==> config.mk <==
export PLATFORM = sky130hd
export DESIGN_NAME = wash_sequencer
export DESIGN_NICKNAME = d
export VERILOG_FILES = /design/src/rtl/wash_pkg.sv /design/src/rtl/wash_duration_lut.sv /design/src/rtl/wash_sequencer.sv
export SDC_FILE = /design/constraint.sdc
export NUM_CORES = 1
export LEC_CHECK = 0
export ABC_AREA = 0
export BUFFER_PORTS_ARGS = -buffer_cell sky130_fd_sc_hd__clkbuf_2
export CORE_UTILIZATION = 55
export CTS_CLUSTER_DIAMETER = 60
export DETAILED_ROUTE_END_ITERATION = 16
export PLACE_DENSITY = 0.78
export SYNTH_ARGS = -nofsm -noshare
export SYNTH_HDL_FRONTEND = slang
export SYNTH_SLANG_ARGS = --single-unit
export TNS_END_PERCENT = 30
==> constraint.sdc <==
create_clock -name clk -period 3.8 [get_ports clk]
set_input_delay 0.38 -clock clk [delete_from_list [all_inputs] [get_ports clk]]
set_output_delay 0.38 -clock clk [all_outputs]
set_load 0.02 [all_outputs]
==> src/rtl/wash_pkg.sv <==
// Shared definitions for the washing-machine cycle controller.
// Holds the FSM state codes, step/program/motor codes and a small
// saturating-add helper used by the duration lookup.
package wash_pkg;

    // FSM state codes as shown on the display output.
    localparam logic [2:0] S_IDLE  = 3'd0;
    localparam logic [2:0] S_RUN   = 3'd1;
    localparam logic [2:0] S_GAP   = 3'd2;
    localparam logic [2:0] S_PAUSE = 3'd3;
    localparam logic [2:0] S_DONE  = 3'd4;
    localparam logic [2:0] S_FAULT = 3'd5;

    typedef enum logic [2:0] {
        ST_IDLE  = S_IDLE,
        ST_RUN   = S_RUN,
        ST_GAP   = S_GAP,
        ST_PAUSE = S_PAUSE,
        ST_DONE  = S_DONE,
        ST_FAULT = S_FAULT
    } state_e;

    // Step indices, also the timer response bit positions.
    localparam logic [1:0] STEP_FILL  = 2'd0;
    localparam logic [1:0] STEP_WASH  = 2'd1;
    localparam logic [1:0] STEP_RINSE = 2'd2;
    localparam logic [1:0] STEP_SPIN  = 2'd3;

    // Program selector codes.
    localparam logic [1:0] PROG_QUICK  = 2'b00;
    localparam logic [1:0] PROG_NORMAL = 2'b01;
    localparam logic [1:0] PROG_HEAVY  = 2'b10;
    localparam logic [1:0] PROG_RSPIN  = 2'b11;

    // Motor speed codes.
    localparam logic [1:0] MOT_OFF  = 2'b00;
    localparam logic [1:0] MOT_SLOW = 2'b01;
    localparam logic [1:0] MOT_FAST = 2'b10;

    // 16-bit add that clamps at all-ones instead of wrapping.
    function automatic logic [15:0] sat_add16(input logic [15:0] a, input logic [15:0] b);
        logic [16:0] sum;
        sum = {1'b0, a} + {1'b0, b};
        if (sum[16]) begin
            return 16'hFFFF;
        end else begin
            return sum[15:0];
        end
    endfunction

endpackage

==> src/rtl/wash_duration_lut.sv <==
// Combinational map from (program, step) to the step duration in timer ticks.
// Ports:
//   prog     - latched program code
//   step     - current step index
//   duration - tick count for that step (quick halves with a floor of 1,
//              heavy extends WASH/RINSE with saturation, others use base)
module wash_duration_lut
    import wash_pkg::*;
#(
    parameter logic [15:0] FILL_T      = 16'd10,
    parameter logic [15:0] WASH_T      = 16'd30,
    parameter logic [15:0] RINSE_T     = 16'd20,
    parameter logic [15:0] SPIN_T      = 16'd15,
    parameter logic [15:0] HEAVY_EXTRA = 16'd10
) (
    input  logic [1:0]  prog,
    input  logic [1:0]  step,
    output logic [15:0] duration
);

    logic [15:0] base_s;
    logic [15:0] half_s;

    // Pick the base time for the step, then adjust it for the program.
    always_comb begin
        base_s = FILL_T;
        case (step)
            STEP_FILL:  base_s = FILL_T;
            STEP_WASH:  base_s = WASH_T;
            STEP_RINSE: base_s = RINSE_T;
            STEP_SPIN:  base_s = SPIN_T;
            default:    base_s = FILL_T;
        endcase

        half_s   = base_s >> 1;
        duration = base_s;
        case (prog)
            PROG_QUICK: begin
                // A zero duration would never let the timer respond.
                if (half_s == 16'd0) begin
                    duration = 16'd1;
                end else begin
                    duration = half_s;
                end
            end
            PROG_HEAVY: begin
                if ((step == STEP_WASH) || (step == STEP_RINSE)) begin
                    duration = sat_add16(base_s, HEAVY_EXTRA);
                end else begin
                    duration = base_s;
                end
            end
            default: duration = base_s;
        endcase
    end

endmodule

==> src/rtl/wash_sequencer.sv <==
// Top-level washing-machine cycle controller. Steps the shared timer
// through FILL, WASH, RINSE and SPIN, drives valve and motor, and handles
// lid pause, abort and a per-step watchdog.
// Ports:
//   clk, rst        - clock, synchronous active-high reset
//   i_start         - pulse, begins a cycle from IDLE or DONE
//   i_pause         - level, lid open
//   i_abort         - pulse, cancel cycle / clear fault
//   i_prog          - program select
//   i_tmr_resp      - per-step timer response bits
//   o_tmr_start     - timer enable (low clears the timer)
//   o_tmr_step      - timer step index
//   o_tmr_duration  - tick count for the current step (combinational)
//   o_state         - FSM state code
//   o_busy/o_done/o_fault - status
//   o_valve/o_motor - actuators
module wash_sequencer
    import wash_pkg::*;
#(
    parameter logic [15:0]       FILL_T      = 16'd10,
    parameter logic [15:0]       WASH_T      = 16'd30,
    parameter logic [15:0]       RINSE_T     = 16'd20,
    parameter logic [15:0]       SPIN_T      = 16'd15,
    parameter logic [15:0]       HEAVY_EXTRA = 16'd10,
    parameter int                WDOG_W      = 28,
    parameter logic [WDOG_W-1:0] WDOG_MAX    = 28'd200_000_000
) (
    input  logic        clk,
    input  logic        rst,
    input  logic        i_start,
    input  logic        i_pause,
    input  logic        i_abort,
    input  logic [1:0]  i_prog,
    input  logic [3:0]  i_tmr_resp,
    output logic        o_tmr_start,
    output logic [1:0]  o_tmr_step,
    output logic [15:0] o_tmr_duration,
    output logic [2:0]  o_state,
    output logic        o_busy,
    output logic        o_done,
    output logic        o_fault,
    output logic        o_valve,
    output logic [1:0]  o_motor
);

    localparam logic [WDOG_W-1:0] WDOG_ZERO = {WDOG_W{1'b0}};
    localparam logic [WDOG_W-1:0] WDOG_ONE  = {{(WDOG_W-1){1'b0}}, 1'b1};
    // The increment made on this RUN cycle is the one that reaches WDOG_MAX.
    localparam logic [WDOG_W-1:0] WDOG_LAST = WDOG_MAX - WDOG_ONE;

    state_e             state_q, state_d;
    logic [1:0]         step_q, step_d;
    logic [1:0]         prog_q, prog_d;
    logic [WDOG_W-1:0]  wdog_q, wdog_d;
    logic [3:0]         resp_prev_q;
    logic               step_edge_s;

    logic               tmr_start_q, tmr_start_d;
    logic [1:0]         tmr_step_q, tmr_step_d;
    logic [2:0]         state_out_q, state_out_d;
    logic               busy_q, busy_d;
    logic               done_q, done_d;
    logic               fault_q, fault_d;
    logic               valve_q, valve_d;
    logic [1:0]         motor_q, motor_d;

    wash_duration_lut #(
        .FILL_T      (FILL_T),
        .WASH_T      (WASH_T),
        .RINSE_T     (RINSE_T),
        .SPIN_T      (SPIN_T),
        .HEAVY_EXTRA (HEAVY_EXTRA)
    ) u_lut (
        .prog     (prog_q),
        .step     (step_q),
        .duration (o_tmr_duration)
    );

    // Next-state, step, program and watchdog logic.
    always_comb begin
        state_d = state_q;
        step_d  = step_q;
        prog_d  = prog_q;
        wdog_d  = wdog_q;
        // Only the current step's bit may complete it; other bits are ignored.
        step_edge_s = i_tmr_resp[step_q] & ~resp_prev_q[step_q];

        case (state_q)
            ST_IDLE, ST_DONE: begin
                wdog_d = WDOG_ZERO;
                if (i_abort && (state_q == ST_DONE)) begin
                    state_d = ST_IDLE;
                    step_d  = STEP_FILL;
                end else if (i_start) begin
                    prog_d  = i_prog;
                    step_d  = (i_prog == PROG_RSPIN) ? STEP_RINSE : STEP_FILL;
                    state_d = ST_GAP;
                end else begin
                    state_d = state_q;
                end
            end
            ST_GAP: begin
                wdog_d = WDOG_ZERO;
                if (i_abort) begin
                    state_d = ST_IDLE;
                    step_d  = STEP_FILL;
                end else begin
                    state_d = ST_RUN;
                end
            end
            ST_RUN: begin
                wdog_d = wdog_q + WDOG_ONE;
                if (i_abort) begin
                    state_d = ST_IDLE;
                    step_d  = STEP_FILL;
                    wdog_d  = WDOG_ZERO;
                end else if (wdog_q == WDOG_LAST) begin
                    state_d = ST_FAULT;
                end else if (i_pause) begin
                    state_d = ST_PAUSE;
                end else if (step_edge_s) begin
                    if (step_q == STEP_SPIN) begin
                        state_d = ST_DONE;
                    end else begin
                        step_d  = step_q + 2'd1;
                        state_d = ST_GAP;
                    end
                end else begin
                    state_d = ST_RUN;
                end
            end
            ST_PAUSE: begin
                if (i_abort) begin
                    state_d = ST_IDLE;
                    step_d  = STEP_FILL;
                    wdog_d  = WDOG_ZERO;
                end else if (!i_pause) begin
                    // Resume through GAP so the timer restarts the step from zero.
                    state_d = ST_GAP;
                end else begin
                    state_d = ST_PAUSE;
                end
            end
            ST_FAULT: begin
                if (i_abort) begin
                    state_d = ST_IDLE;
                    step_d  = STEP_FILL;
                    wdog_d  = WDOG_ZERO;
                end else begin
                    state_d = ST_FAULT;
                end
            end
            default: begin
                state_d = ST_IDLE;
                step_d  = STEP_FILL;
                wdog_d  = WDOG_ZERO;
            end
        endcase
    end

    // Output values derived from the next state so the registered outputs
    // line up with the state register.
    always_comb begin
        state_out_d = state_d;
        tmr_step_d  = step_d;
        tmr_start_d = (state_d == ST_RUN);
        busy_d      = (state_d == ST_RUN) || (state_d == ST_GAP) || (state_d == ST_PAUSE);
        done_d      = (state_d == ST_DONE) && (state_q != ST_DONE);
        fault_d     = (state_d == ST_FAULT);
        valve_d     = 1'b0;
        motor_d     = MOT_OFF;
        if (state_d == ST_RUN) begin
            case (step_d)
                STEP_FILL:  begin valve_d = 1'b1; motor_d = MOT_OFF;  end
                STEP_WASH:  begin valve_d = 1'b0; motor_d = MOT_SLOW; end
                STEP_RINSE: begin valve_d = 1'b1; motor_d = MOT_SLOW; end
                STEP_SPIN:  begin valve_d = 1'b0; motor_d = MOT_FAST; end
                default:    begin valve_d = 1'b0; motor_d = MOT_OFF;  end
            endcase
        end else begin
            valve_d = 1'b0;
            motor_d = MOT_OFF;
        end
    end

    // State, bookkeeping and output registers with synchronous reset.
    always_ff @(posedge clk) begin
        if (rst) begin
            state_q     <= ST_IDLE;
            step_q      <= STEP_FILL;
            prog_q      <= PROG_NORMAL;
            wdog_q      <= WDOG_ZERO;
            resp_prev_q <= 4'b0000;
            tmr_start_q <= 1'b0;
            tmr_step_q  <= 2'd0;
            state_out_q <= 3'd0;
            busy_q      <= 1'b0;
            done_q      <= 1'b0;
            fault_q     <= 1'b0;
            valve_q     <= 1'b0;
            motor_q     <= MOT_OFF;
        end else begin
            state_q     <= state_d;
            step_q      <= step_d;
            prog_q      <= prog_d;
            wdog_q      <= wdog_d;
            resp_prev_q <= i_tmr_resp;
            tmr_start_q <= tmr_start_d;
            tmr_step_q  <= tmr_step_d;
            state_out_q <= state_out_d;
            busy_q      <= busy_d;
            done_q      <= done_d;
            fault_q     <= fault_d;
            valve_q     <= valve_d;
            motor_q     <= motor_d;
        end
    end

    assign o_tmr_start = tmr_start_q;
    assign o_tmr_step  = tmr_step_q;
    assign o_state     = state_out_q;
    assign o_busy      = busy_q;
    assign o_done      = done_q;
    assign o_fault     = fault_q;
    assign o_valve     = valve_q;
    assign o_motor     = motor_q;

endmodule

==> results.toml <==
[cells_and_area]
diodes = 0
flow.area_growth_from_synthesis_pct = 10.2
fillCellCount = 375
multi_input_area_mm2 = 0.00142
layout.area.seq_um2 = 921
fraction_of_layout_cells_with_a_size_suffix_above_1_pct = 15.4
finalCoreUtilization_pct = 64.9
post-route-cell-area_mm2 = 0.00269
nNetsFinal = 339

[sta]
timing.final.crit_period_ns = 3.02
setup-violations-final = 0
timing.final.hold_violations = 0
slew_headroom_pct = 54.3
timing_worst_slew_pin_value_ns = 0.679
maxClockFrequency_mhz = 331
final_setup_margin_ns = 0.775
layout_worst_path_cycle_share_pct = 79.6
setup_total_negative_slack_ns = 0
setup_repair_after_global_routing_missed_its_margin = "no"
finalClockSkew_ns = 0.00942
slew_violations = 0

[worst_setup_path]
critPathMaxFanout = 5
critPathLaunchType = "flop"
critical_path.n_buffers_inverters = 1
wp_data_arrival_ns = 3.24
worst_setup_path_end_kind = "flop"
kind_of_cell_adding_the_most_delay_to_the_critical_path = "simple AND/OR/NAND/NOR gates"
critical_path.cell_chain = "ha_1 > nand4_1 > or4_4 > nor4_1 > nor4b_1 > a311oi_1 > inv_1 > ha_1 > nor4_2"
critPathMostFrequentCell = "ha_1"
worstPathRequired_ns = 4.01
path_class = "flop to flop"
setup.worst_path.start = "wdog_q[0]"
rr_startpoint = "wdog_q[0]"
critical_path.slowest_cell = "or4_4"
critical-path-max-stage-delay_ns = 0.54

[hold_path]
timing.hold.worst.start = "i_tmr_resp[1]"
hold_path.class = "primary input to flop"

[clock_tree]
post-cts-setup-buffer-count = 0
clockRootBuffer = "clkbuf_8"
clkLatencyLatePin_ns = 0.30
cts_tree = "done"
cts_hold_repair.buffers = 0
clkSlewWorstSetupHoldPaths_ns = 0.09
clk_path_buf_depth = 2
cts_resized = 0
cts-htree-levels = 2
cts.sink_count = 46
cts_buffers = 5

[drt]
initialDrtViolationCount = 112
via_density_per_instance = 5.57
routed_wirelength_mm = 4.84
first_pass_iters = 4
ant_nets = 0
drt-wirelength-per-cell_um = 13.1
drc_violation_count_after_routing = 0
route.vias.total = 2050

[grt]
global_route_wire_length_before_repair_mm = 7.89
groute.usage.overall_pct = 22.5
first_global_vias = 1766
grt_remaining_overflow = 0
grt_max_degree = 24
antenna_found_initial = 0

[synth]
ys_top_cells_by_area = "dfxtp_1 38%, nor2_1 7.1%, ha_1 5.6%"
postSynth.topFlopCell = "dfxtp_1"
synth-edff-count = 0
netlist_instances = 292
synth-seq-cells = 46
ys_async_sr_fraction_pct = 0
synth_commonest_cells = "46 x dfxtp_1, 46 x nor2_1, 24 x nand2_1, 16 x a21oi_1"
synth.distinct_cells = 50
ys_seq_area_share_pct = 37.7
synth_area_per_cell_um2 = 8.36
netlist_area_mm2 = 0.00244
netlist.area_leader.share_pct = 37.7
synth_top_area_cell = "dfxtp_1"
yosysWarningCount = 0

[pwr]
switching_power_uw = 225
combinationalPowerShare_pct = 8.6
leakage_nw = 1.02
p_int_uw = 713
pwr_density_cell_mw_per_mm2 = 349
sw_ratio_pct = 24.0
sequentialPowerShare_pct = 53.1
worst_ir_drop_vdd_mv = 0.210
power.clock.fraction_pct = 38.3
total_power_uw = 938

[place]
detailed_place_hpwl_mm = 3.59
global_placer_s_final_weighted_congestion = 0.832
cell_area_reported_after_detailed_placement_mm2 = 0.00258
place.port_buffers = 28
dpl_worst_slack_ns = 0.799

[floorplanning]
dieWidth_um = 68.6
rows = 23
die_area_mm2 = 0.00471
initial_core_utilization_pct = 58.9
coreArea_mm2 = 0.00414
die_y_um = 68.6
ioPinCount = 39

[run]
timing.max_cap.violations = 0

[outcome]
status = "completed"
[worst paths after layout]
check,to,cells after the start,slack [ns]
max reg2reg,o_valve,9,0.78
max,o_valve,9,0.78
min reg2reg,wdog_q[25],2,0.50
min,resp_prev_q[1],2,0.31
[registers in the layout, indices dropped and copies added, names as in the netlist, 2 cells and up]
signal	cells
wdog_q	28
resp_prev_q	4
o_state	3
o_motor	2
o_tmr_step	2
prog_q	2
[cell usage in the layout, fill, tap and decap left out, types with 2 or more instances in the layout]
cell,n
a21oi_1,16
a21oi_2,2
a311oi_1,3
a31oi_1,2
and3_1,4
and4_1,3
buf_4,2
clkbuf_2,28
clkbuf_8,5
conb_1,10
dfxtp_1,46
ha_1,11
inv_1,5
mux2i_1,3
nand2_1,24
nand2b_1,10
nand3_1,11
nand3b_1,3
nand4_1,8
nand4b_1,2
nor2_1,46
nor2b_1,4
nor3_1,3
nor3b_1,2
nor4_1,3
o21ai_0,10
o21bai_1,2
o31ai_1,2
or2_2,2
or3_1,6
or4_4,2
xnor2_1,6
xor2_1,11
[power by group through the flow]
stage / combinational, mW / clock [mW] / sequential [mW]
2_1_floorplan: 0.0678 / 0 / 0.507
3_3_place_gp: 0.0794 / 0 / 0.509
3_5_place_dp: 0.0801 / 0 / 0.510
4_1_cts: 0.0803 / 0.369 / 0.498
5_1_grt: 0.0886 / 0.385 / 0.500
6_report: 0.0804 / 0.360 / 0.498
[metal layers]
metal,global-route usage (%),part of all wire [%],up-vias
met2,36.9,46,40
li1,-,-,1055
met5,0,0,-
met4,6.77,0.79,0
met1,29.8,50,950
met3,4.44,3.1,5
[metrics by stage]
step / std cells / hold slack [ns]
global route: 368 / 0.314
floorplan: 301 / 0.454
global placement: 360 / 0.468
finish: 368 / 0.306
CTS: 368 / 0.301
detailed placement: 360 / 0.492
[area by class of cell]
type	instances	area share [%]
Multi-Input combinational cell	229	52.9
Clock buffer	6	2.70
Timing Repair Buffer	30	5.77
Clock inverter	2	1.40
Sequential cell	46	34.2
Tap cell	50	2.33
Inverter	5	0.698
[kinds of logic after synthesis]
kind of cell,share of synthesized area [%]
compound gates,11.7
fa+ha+maj,5.64
flops,37.7
simple gates,30.9
xor+xnor,6.10
buf+inv,5.64
mux,2.15
other cells,0.154
(Power assumes the default switching activity.)
